<file path="config.mk">
export PLATFORM = sky130hd
export DESIGN_NAME = adder_share_arb_flat
export DESIGN_NICKNAME = d
export VERILOG_FILES = /design/src/rtl/adder_share_arb_if.sv /design/src/rtl/adder_share_arb.sv /design/src/flat_wrapper.sv
export SDC_FILE = /design/constraint.sdc
export NUM_CORES = 1
export LEC_CHECK = 0
export CAP_MARGIN = 10
export CORE_MARGIN = 5
export CORE_UTILIZATION = 42
export CTS_BUF_LIST = sky130_fd_sc_hd__clkbuf_8
export DETAILED_ROUTE_END_ITERATION = 16
export PLACE_DENSITY = 0.82
export SETUP_SLACK_MARGIN = 0.4
export SKIP_CTS_REPAIR_TIMING = 1
export SYNTH_ARGS = -nofsm -noshare
export SYNTH_HDL_FRONTEND = slang
export SYNTH_SLANG_ARGS = --single-unit
</file>
<file path="constraint.sdc">
create_clock -name clk -period 1.7 [get_ports clk]
set_clock_uncertainty 0.15 [all_clocks]
set_input_delay 0.17 -clock clk [delete_from_list [all_inputs] [get_ports clk]]
set_output_delay 0.17 -clock clk [all_outputs]
set_load 0.005 [all_outputs]
</file>
<file path="src/rtl/adder_share_arb_if.sv">
// adder_share_arb_if
//   Request/response channels between two requesters and the shared-adder arbiter.
//   slave  : arbiter side  (takes requests, returns results)
//   master : requester side (issues requests, consumes results)
//   req<N>_valid/ready/a/b/cin/sub : operation channel for requester N
//   rsp<N>_valid/ready/sum/cout    : result channel for requester N
interface adder_share_arb_if #(
    parameter int WIDTH = 16
);
    logic             req0_valid;
    logic             req0_ready;
    logic [WIDTH-1:0] req0_a;
    logic [WIDTH-1:0] req0_b;
    logic             req0_cin;
    logic             req0_sub;

    logic             req1_valid;
    logic             req1_ready;
    logic [WIDTH-1:0] req1_a;
    logic [WIDTH-1:0] req1_b;
    logic             req1_cin;
    logic             req1_sub;

    logic             rsp0_valid;
    logic             rsp0_ready;
    logic [WIDTH-1:0] rsp0_sum;
    logic             rsp0_cout;

    logic             rsp1_valid;
    logic             rsp1_ready;
    logic [WIDTH-1:0] rsp1_sum;
    logic             rsp1_cout;

    modport slave (
        input  req0_valid, req0_a, req0_b, req0_cin, req0_sub,
        input  req1_valid, req1_a, req1_b, req1_cin, req1_sub,
        output req0_ready, req1_ready,
        output rsp0_valid, rsp0_sum, rsp0_cout,
        output rsp1_valid, rsp1_sum, rsp1_cout,
        input  rsp0_ready, rsp1_ready
    );

    modport master (
        output req0_valid, req0_a, req0_b, req0_cin, req0_sub,
        output req1_valid, req1_a, req1_b, req1_cin, req1_sub,
        input  req0_ready, req1_ready,
        input  rsp0_valid, rsp0_sum, rsp0_cout,
        input  rsp1_valid, rsp1_sum, rsp1_cout,
        output rsp0_ready, rsp1_ready
    );
endinterface

</file>
<file path="src/rtl/adder_share_arb.sv">
// adder_share_arb
//   Shares one external combinational (carry-lookahead) adder between two
//   requesters. Round-robin arbitration, registered operands held for LAT cycles
//   (multicycle path through the adder), result captured and returned on the
//   winner's response channel with a valid/ready handshake.
// Ports
//   clk, rst          : clock, synchronous active-high reset
//   bus (slave)       : req0/req1 operation channels, rsp0/rsp1 result channels
//   add_a/add_b/add_cin : registered operands to the shared adder
//   add_sum/add_cout  : result from the shared adder
//   busy              : high whenever the FSM is not idle
//   rsp0_ovf/rsp1_ovf : signed overflow of the returned result (ADDARB_OVF_EN only)
// Build option
//   ADDARB_OVF_EN : adds the per-requester signed-overflow outputs.
//
// state  | meaning
// S_IDLE | waiting for a request, arbitration live, reqN_ready combinational
// S_BUSY | operands held on the adder, cnt counts down to the capture cycle
// S_RESP | result presented on the owner's response channel until taken
module adder_share_arb #(
    parameter int WIDTH = 16,
    parameter int LAT   = 2
) (
    input  logic             clk,
    input  logic             rst,
    adder_share_arb_if.slave bus,
    output logic [WIDTH-1:0] add_a,
    output logic [WIDTH-1:0] add_b,
    output logic             add_cin,
    input  logic [WIDTH-1:0] add_sum,
    input  logic             add_cout,
`ifdef ADDARB_OVF_EN
    output logic             rsp0_ovf,
    output logic             rsp1_ovf,
`endif
    output logic             busy
);

    if (LAT < 1 || LAT > 4) begin : g_lat_check
        $error("adder_share_arb: LAT must be in 1..4");
    end

    localparam int CW  = 2;
    localparam int MSB = WIDTH - 1;

    typedef enum logic [1:0] {
        S_IDLE = 2'd0,
        S_BUSY = 2'd1,
        S_RESP = 2'd2
    } state_t;

    state_t           state_q, state_d;
    logic             owner_q, owner_d;
    logic             last_q, last_d;
    logic [CW-1:0]    cnt_q, cnt_d;
    logic [WIDTH-1:0] add_a_q, add_a_d;
    logic [WIDTH-1:0] add_b_q, add_b_d;
    logic             add_cin_q, add_cin_d;
    logic [WIDTH-1:0] rsp0_sum_q, rsp0_sum_d;
    logic [WIDTH-1:0] rsp1_sum_q, rsp1_sum_d;
    logic             rsp0_cout_q, rsp0_cout_d;
    logic             rsp1_cout_q, rsp1_cout_d;
`ifdef ADDARB_OVF_EN
    logic             rsp0_ovf_q, rsp0_ovf_d;
    logic             rsp1_ovf_q, rsp1_ovf_d;
    logic             ovf_now;
`endif

    logic             grant0, grant1;
    logic [WIDTH-1:0] op_a, op_b;
    logic             op_cin, op_sub;

    always_comb begin
        state_d     = state_q;
        owner_d     = owner_q;
        last_d      = last_q;
        cnt_d       = cnt_q;
        add_a_d     = add_a_q;
        add_b_d     = add_b_q;
        add_cin_d   = add_cin_q;
        rsp0_sum_d  = rsp0_sum_q;
        rsp1_sum_d  = rsp1_sum_q;
        rsp0_cout_d = rsp0_cout_q;
        rsp1_cout_d = rsp1_cout_q;
`ifdef ADDARB_OVF_EN
        rsp0_ovf_d  = rsp0_ovf_q;
        rsp1_ovf_d  = rsp1_ovf_q;
        ovf_now     = (add_a_q[MSB] == add_b_q[MSB]) && (add_sum[MSB] != add_a_q[MSB]);
`endif
        grant0      = 1'b0;
        grant1      = 1'b0;
        op_a        = bus.req0_a;
        op_b        = bus.req0_b;
        op_cin      = bus.req0_cin;
        op_sub      = bus.req0_sub;

        case (state_q)
            S_IDLE: begin
                // On a tie the port that did not win last time gets the grant.
                grant0 = bus.req0_valid && (!bus.req1_valid || last_q);
                grant1 = bus.req1_valid && !grant0;
                if (grant1) begin
                    op_a   = bus.req1_a;
                    op_b   = bus.req1_b;
                    op_cin = bus.req1_cin;
                    op_sub = bus.req1_sub;
                end
                if (grant0 || grant1) begin
                    // Subtraction as A + ~B + 1; carry out then means "no borrow".
                    add_a_d   = op_a;
                    add_b_d   = op_sub ? ~op_b : op_b;
                    add_cin_d = op_sub ? 1'b1 : op_cin;
                    owner_d   = grant1;
                    last_d    = grant1;
                    cnt_d     = CW'(LAT - 1);
                    state_d   = S_BUSY;
                end
            end
            S_BUSY: begin
                if (cnt_q == '0) begin
                    if (owner_q) begin
                        rsp1_sum_d  = add_sum;
                        rsp1_cout_d = add_cout;
`ifdef ADDARB_OVF_EN
                        rsp1_ovf_d  = ovf_now;
`endif
                    end else begin
                        rsp0_sum_d  = add_sum;
                        rsp0_cout_d = add_cout;
`ifdef ADDARB_OVF_EN
                        rsp0_ovf_d  = ovf_now;
`endif
                    end
                    state_d = S_RESP;
                end else begin
                    cnt_d = cnt_q - 1'b1;
                end
            end
            S_RESP: begin
                if (owner_q ? bus.rsp1_ready : bus.rsp0_ready) begin
                    state_d = S_IDLE;
                end
            end
            default: state_d = S_IDLE;
        endcase
    end

    always_ff @(posedge clk) begin
        if (rst) begin
            state_q     <= S_IDLE;
            owner_q     <= 1'b0;
            last_q      <= 1'b1;
            cnt_q       <= '0;
            add_a_q     <= '0;
            add_b_q     <= '0;
            add_cin_q   <= 1'b0;
            rsp0_sum_q  <= '0;
            rsp1_sum_q  <= '0;
            rsp0_cout_q <= 1'b0;
            rsp1_cout_q <= 1'b0;
`ifdef ADDARB_OVF_EN
            rsp0_ovf_q  <= 1'b0;
            rsp1_ovf_q  <= 1'b0;
`endif
        end else begin
            state_q     <= state_d;
            owner_q     <= owner_d;
            last_q      <= last_d;
            cnt_q       <= cnt_d;
            add_a_q     <= add_a_d;
            add_b_q     <= add_b_d;
            add_cin_q   <= add_cin_d;
            rsp0_sum_q  <= rsp0_sum_d;
            rsp1_sum_q  <= rsp1_sum_d;
            rsp0_cout_q <= rsp0_cout_d;
            rsp1_cout_q <= rsp1_cout_d;
`ifdef ADDARB_OVF_EN
            rsp0_ovf_q  <= rsp0_ovf_d;
            rsp1_ovf_q  <= rsp1_ovf_d;
`endif
        end
    end

    assign bus.req0_ready = grant0;
    assign bus.req1_ready = grant1;
    assign bus.rsp0_valid = (state_q == S_RESP) && !owner_q;
    assign bus.rsp1_valid = (state_q == S_RESP) && owner_q;
    assign bus.rsp0_sum   = rsp0_sum_q;
    assign bus.rsp1_sum   = rsp1_sum_q;
    assign bus.rsp0_cout  = rsp0_cout_q;
    assign bus.rsp1_cout  = rsp1_cout_q;
`ifdef ADDARB_OVF_EN
    assign rsp0_ovf       = rsp0_ovf_q;
    assign rsp1_ovf       = rsp1_ovf_q;
`endif
    assign add_a          = add_a_q;
    assign add_b          = add_b_q;
    assign add_cin        = add_cin_q;
    assign busy           = (state_q != S_IDLE);

endmodule

</file>
<file path="src/flat_wrapper.sv">
// flat-port wrapper written by rule: the top's interface ports become plain ports
module adder_share_arb_flat 
#(
    parameter int WIDTH = 16,
    parameter int LAT   = 2
)
  (clk, rst, add_a, add_b, add_cin, add_sum, add_cout, busy, bus_req0_valid, bus_req0_a, bus_req0_b, bus_req0_cin, bus_req0_sub, bus_req1_valid, bus_req1_a, bus_req1_b, bus_req1_cin, bus_req1_sub, bus_req0_ready, bus_req1_ready, bus_rsp0_valid, bus_rsp0_sum, bus_rsp0_cout, bus_rsp1_valid, bus_rsp1_sum, bus_rsp1_cout, bus_rsp0_ready, bus_rsp1_ready);
  adder_share_arb_if #(.WIDTH(WIDTH)) bus_i ();
  input  logic clk;
  input  logic rst;
  output logic [WIDTH-1:0] add_a;
  output logic [WIDTH-1:0] add_b;
  output logic add_cin;
  input  logic [WIDTH-1:0] add_sum;
  input  logic add_cout;
  output logic busy;
  input wire logic [$bits(bus_i.req0_valid)-1:0] bus_req0_valid;
  input wire logic [$bits(bus_i.req0_a)-1:0] bus_req0_a;
  input wire logic [$bits(bus_i.req0_b)-1:0] bus_req0_b;
  input wire logic [$bits(bus_i.req0_cin)-1:0] bus_req0_cin;
  input wire logic [$bits(bus_i.req0_sub)-1:0] bus_req0_sub;
  input wire logic [$bits(bus_i.req1_valid)-1:0] bus_req1_valid;
  input wire logic [$bits(bus_i.req1_a)-1:0] bus_req1_a;
  input wire logic [$bits(bus_i.req1_b)-1:0] bus_req1_b;
  input wire logic [$bits(bus_i.req1_cin)-1:0] bus_req1_cin;
  input wire logic [$bits(bus_i.req1_sub)-1:0] bus_req1_sub;
  output wire logic [$bits(bus_i.req0_ready)-1:0] bus_req0_ready;
  output wire logic [$bits(bus_i.req1_ready)-1:0] bus_req1_ready;
  output wire logic [$bits(bus_i.rsp0_valid)-1:0] bus_rsp0_valid;
  output wire logic [$bits(bus_i.rsp0_sum)-1:0] bus_rsp0_sum;
  output wire logic [$bits(bus_i.rsp0_cout)-1:0] bus_rsp0_cout;
  output wire logic [$bits(bus_i.rsp1_valid)-1:0] bus_rsp1_valid;
  output wire logic [$bits(bus_i.rsp1_sum)-1:0] bus_rsp1_sum;
  output wire logic [$bits(bus_i.rsp1_cout)-1:0] bus_rsp1_cout;
  input wire logic [$bits(bus_i.rsp0_ready)-1:0] bus_rsp0_ready;
  input wire logic [$bits(bus_i.rsp1_ready)-1:0] bus_rsp1_ready;
  assign bus_i.req0_valid = bus_req0_valid;
  assign bus_i.req0_a = bus_req0_a;
  assign bus_i.req0_b = bus_req0_b;
  assign bus_i.req0_cin = bus_req0_cin;
  assign bus_i.req0_sub = bus_req0_sub;
  assign bus_i.req1_valid = bus_req1_valid;
  assign bus_i.req1_a = bus_req1_a;
  assign bus_i.req1_b = bus_req1_b;
  assign bus_i.req1_cin = bus_req1_cin;
  assign bus_i.req1_sub = bus_req1_sub;
  assign bus_req0_ready = bus_i.req0_ready;
  assign bus_req1_ready = bus_i.req1_ready;
  assign bus_rsp0_valid = bus_i.rsp0_valid;
  assign bus_rsp0_sum = bus_i.rsp0_sum;
  assign bus_rsp0_cout = bus_i.rsp0_cout;
  assign bus_rsp1_valid = bus_i.rsp1_valid;
  assign bus_rsp1_sum = bus_i.rsp1_sum;
  assign bus_rsp1_cout = bus_i.rsp1_cout;
  assign bus_i.rsp0_ready = bus_rsp0_ready;
  assign bus_i.rsp1_ready = bus_rsp1_ready;
  adder_share_arb #(.WIDTH(WIDTH), .LAT(LAT)) u_core (.clk(clk), .rst(rst), .bus(bus_i), .add_a(add_a), .add_b(add_b), .add_cin(add_cin), .add_sum(add_sum), .add_cout(add_cout), .busy(busy));
endmodule
</file>
Yosys cells after proc, flatten, opt, wreduce, memory -nomap -nowiden
Cells that the tools add are included.

storage, ports and cells
  bits in registers = 73
  latch bits = 0
  RAM bits = 0
  ROM bits = 0
  input bits = 91
  output and inout bits = 72
  logic and storage cells = 55
  memories = 0

cells by class
  add/sub/neg operators = 1
  $mul = 0
  divide/modulo/power cells = 0
  order comparisons = 0
  eq/ne operators = 6
  shift operators = 0
  muxes and demuxes = 17
  bitwise operators = 2
  reductions and logical operators = 18

operators by type and width
  operator                                                                  count
  16-bit 2-to-1 mux                                                         4
  16-bit inverter                                                           1
  3-bit AND reduction                                                       4
  2-bit 2-to-1 mux                                                          4
  1-bit 2-to-1 mux                                                          7
  2-bit by 1-bit inequality test with 1-bit output (second input constant)  3
  2-bit one-hot mux with 3 select lines                                     1
  1-bit logical AND                                                         4
  2-bit zero test                                                           2
  2-bit one-hot mux with 2 select lines                                     1
  2-bit nonzero test                                                        2
  1-bit zero test                                                           3
  2-bit by 1-bit equality test with 1-bit output (second input constant)    1
  2-bit equality test (second input constant)                               1
  1-bit logical OR                                                          2
  2-bit inequality test (second input constant)                             1
  2-bit AND reduction                                                       1
  2-bit by 1-bit subtractor with 2-bit output (second input constant)       1
  1-bit inverter                                                            1

Longest topological paths before layout
  word-level depth = 9
  mapped depth = 7
  mapped depth without buffers = 5

Worst setup path after synthesis
Ideal clock, no wire load.

  path type = register -> register
  start = register u_core.cnt_q[0]
  end = register u_core.rsp0_sum_q[10], in the netlist u_core.bus.rsp0_sum[10]
  setup time = 0.132 ns
  data arrival time = 1.199 ns
  required time = 1.418 ns
  slack = 0.219 ns
  stages on the path, launching flop included = 8
  path buffers = 2
  clock period less this slack = 1.481 ns
  cells stage by stage = dfxtp_1 inv_1 ha_1 and4bb_1 buf_4 buf_6 nand2_1 a21oi_1

on the way
  word-level cells in the longest chain between the ends = 2

RTL lines
  what                           RTL line                source
  start, declared                adder_share_arb.sv:55   logic [CW-1:0] cnt_q, cnt_d;
  start signal, assigned         adder_share_arb.sv:169  cnt_q <= cnt_d;
  2-bit zero test                adder_share_arb.sv:120  if (cnt_q == '0) begin
  3-bit AND reduction (no line)  n/a
  end signal, assigned           adder_share_arb.sv:173  rsp0_sum_q <= rsp0_sum_d;
  end, declared                  adder_share_arb.sv:59   logic [WIDTH-1:0] rsp0_sum_q, rsp0_sum_d;

Every way passes these cells.
A chain may end at the register's enable or synchronous reset.

Final worst setup path
  start = register u_core.state_q[1]
  end = output bus_req0_ready

on the way
  word-level cells in the longest chain between the ends = 2

RTL lines
  what                    RTL line                source
  start, declared         adder_share_arb.sv:52   state_t state_q, state_d;
  start signal, assigned  adder_share_arb.sv:166  state_q <= state_d;
  2-bit zero test         adder_share_arb.sv:97   case (state_q)
  1-bit 2-to-1 mux        adder_share_arb.sv:97
  end, declared           flat_wrapper.sv:27      output wire logic [$bits(bus_i.req0_ready)-1:0] bus_req0_ready;

Every way passes these cells.

==> summary.md <==
| Metric | Value |
|---|---|
| Status | `completed` |
| Hold_sp | `rst` |
| R2R Setup Slk | `0.13 ns` |
| Critical path arrival | `1.30 ns` |
| Post-Route WL | `12.6 mm` |
| Final hold vios | `0` |
| VDD IR-drop max | `0.546 mV` |
| GRT overflow | `0` |
| CP Capture Type | `output pin` |
| PwrDens | `slightly above 900 nW/um2` |
| Max Clk Rate | `between 600 and 700 MHz` |
| Initial core utilization | `0.427` |
| 1st-iter DRT viols | `roughly 140` |
| Port bufs | `around 160` |
| DP Wirelength | `7.59 mm` |
| First-pass GRT wire length | `15.8 mm` |
| Slew Limit Fails | `0` |
| Worst skew pair latency | `0.35 ns` |
| Cell Area, Synth | `3450 um2` |
| Worst path max stage delay | `about 0.37 ns` |
| Adder-cell area share of the yosys netlist | `0.00362` |
| Ant. Diodes | `0` |
| Fin crit share | `0.953` |
| Die Area | `10100 um2` |
| Clock transition at the registers of the reported paths | `around 0.080 ns` |
| Yosys warning total | `0` |
| Commonest non-fill, non-tap cell in the layout | `clkdlybuf4s50_1` |
| Largest family of logic cells by synthesized area | `compound AO/OA/AOI/OAI gates` |
| Largest net degree at the start of global routing | `35` |
| Most frequent cells in the layout | `88 x clkdlybuf4s50_1, 68 x dlymetal6s2s_1, 62 x nand2_1, 45 x dfxtp_1, 32 x xor2_1` |
| Comb power frac | `0.296` |
| Clk root buf | `clkbuf_8` |
| Site row count | `33` |
| Critical path required time | `1.38 ns` |
| I/O pins | `163` |
| Register share of total power | `0.341` |
| Clock power share | `0.363` |
| Post-route DRC | `0` |
| Total Power | `0.00586 W` |
| Nature of the critical path startpoint | `flip-flop` |
| Finished Core Util | `0.798` |
| Hold crit path type | `in2reg` |
| Final Setup Violations | `0` |
| CP max-delay cell | `dfxtp_4` |
| Drt wl/cell | `around 19 um` |
| Initial antenna violation count | `0` |
| CTS tree | `built` |
| WHS Endpoint | `u_core.add_a[11]` |
| Die Span Y | `101 um` |
| Crit Path Category | `reg2out` |
| RSZ-0062 raised after global routing | `true` |
| Synth Area in Simple Gates | `0.142` |
| Leak | `about 3.5 nW` |
| Sw Ratio | `0.269` |
| Gpl congestion | `between 0.8 and 0.9` |
| CP Buf/Inv Count | `2` |
| CTS buffer count | `9` |
| Slew margin rel. | `0.665` |
| Maximum Capacitance Violations | `0` |
| Mux cell area share after synthesis | `0.0957` |
| Sum Neg Setup Slack | `0 ns` |
| Syn_nets | `469` |
| Synth Area in Compound Gates | `0.178` |
| Sw power | `0.00158 W` |
| Int Pwr | `~0.0043 W` |
| Drt via density | `approximately 5.3` |
| Non-filler cells, final | `668` |
| WHS Path Cells | `2` |
| DR pass1 iterations | `4` |
| H-tree depth | `3` |
| Gate Count Post-Synth | `377` |
| CTS Buffer Depth | `2` |
| Gr usage total | `0.196` |
| TritonCTS Sinks | `73` |
| Synth Area per Inst | `9.16 um2` |
| Syn-to-layout area delta | `87.0%` |
| Core area | `8090 um2` |
| Number of global-route vias before repair | `approximately 3300` |
| Worst R2R Start | `u_core.state_q[1]` |
| Crit-path leading delay family | `flip-flops` |
| Cell chain of the critical path | `nor2_4 -> buf_6 -> nand2_2 -> nor2_1 -> buf_2` |
| Cell total after placement | `635` |
| Routed Antenna Nets | `0` |
| Hold Slack | `0.0103 ns` |
| FF-to-FF End | `u_core.add_b[6]` |
| Die width | `101 um` |
| Register area share after synthesis | `0.423` |
| Crit path max fanout | `7` |
| Post-synth cell types | `36` |
| Synth Area in XOR/XNOR | `0.0812` |
| Nets | `650` |
| R2R depth | `7` |
| Slew @ Worst Pin | `0.503 ns` |
| Share of cells above drive strength 1 | `0.364` |
| Vias post-DR | `3521` |
| Crit path time final | `1.62 ns` |
| Flops & latches, synth | `73` |
-- worst reg2reg max path: cells and delay by family, from the launching register on --
| kind | cells | cell delay (ns) |
|---|---|---|
| AND/OR/NAND/NOR | 2 | 0.27 |
| buffers and inverters | 4 | 0.55 |
| flip-flops | 1 | 0.37 |
| AO/OA/AOI/OAI | 1 | 0.16 |
-- power groups by stage --
stage               combinational [W]  clock [W]  sequential (W)
CTS                           0.00136    0.00212         0.00198
floorplan                    0.000674          0         0.00201
global placement              0.00132          0         0.00201
detailed placement            0.00135          0         0.00202
global route                  0.00184    0.00223         0.00202
finish                        0.00173    0.00213         0.00200
-- cells by family (layout without fill, tap and decap cells) --
logic type      after synthesis  after routing
xor+xnor                     32             32
flops                        73             73
compound gates               93             93
mux                          33             33
simple gates                106            106
buf+inv                      39            225
fa+ha+maj                     1              1
-- synth_stat cells, drive strengths merged --
master,count,share of area
nand2,87,0.095
dfxtp,73,0.42
a21oi,52,0.075
mux2i,33,0.096
xor2,32,0.081
buf,28,0.064
a211oi,19,0.059
o22ai,16,0.029
clkbuf,6,0.0076
inv,5,0.0054
nor2,4,0.0087
nor3b,3,0.0080
nand3b,2,0.0043
nor2b,2,0.0036
o21a,2,0.0043
a21boi,1,0.0033
a221o,1,0.0029
and3b,1,0.0025
and4b,1,0.0029
and4bb,1,0.0036
ha,1,0.0036
nand3,1,0.0029
nand4b,1,0.0043
nand4bb,1,0.0033
nor3,1,0.0014
o21ai,1,0.0014
o32ai,1,0.0025
or2,1,0.0018
-- per-stage QoR --
stage / cell area (um2) / worst slack [ns]
after floorplan: 3500 / 0.351
after global placement: 5210 / -0.186
after detailed placement: 5210 / -0.196
after CTS: 5520 / -0.321
after global routing: 6460 / -0.00357
final: 6460 / 0.0806
-- layout make-up --
type,count,area [um2]
multi-input cells,265,2220
flip-flops and latches,73,1510
fillers,472,1630
clock inverters,7,189
well taps,105,131
inverters,5,18.8
repair buffers,204,2270
clock buffers,9,124
-- registers in the layout, summed over array words and instances (netlist names) --
signal	count
u_core.owner_q	1
u_core.bus.rsp1_sum	16
u_core.bus.rsp0_sum	16
u_core.bus.rsp1_cout	1
u_core.cnt_q	2
u_core.add_cin	1
u_core.state_q	2
u_core.bus.rsp0_cout	1
u_core.add_a	16
u_core.last_q	1
u_core.add_b	16
-- worst max-delay path by stage --
stage	start	to	depth (start not counted)
2_1_floorplan	u_core.cnt_q[0]	u_core.bus.rsp0_sum[10]	7
3_3_place_gp	bus_req0_valid	bus_req0_ready	5
3_5_place_dp	bus_req1_valid	bus_req1_ready	5
4_1_cts	u_core.state_q[1]	bus_req0_ready	4
5_1_grt	u_core.state_q[1]	bus_req0_ready	5
6_report	u_core.state_q[1]	bus_req0_ready	5
-- per-layer routing --
layer | wire (um) | GRT usage
met1 | 4820 | 0.229
met3 | 1040 | 0.0824
met4 | 372 | 0.0425
met2 | 6360 | 0.334
met5 | 0 | 0
Power figures use the tool's default switching activity.
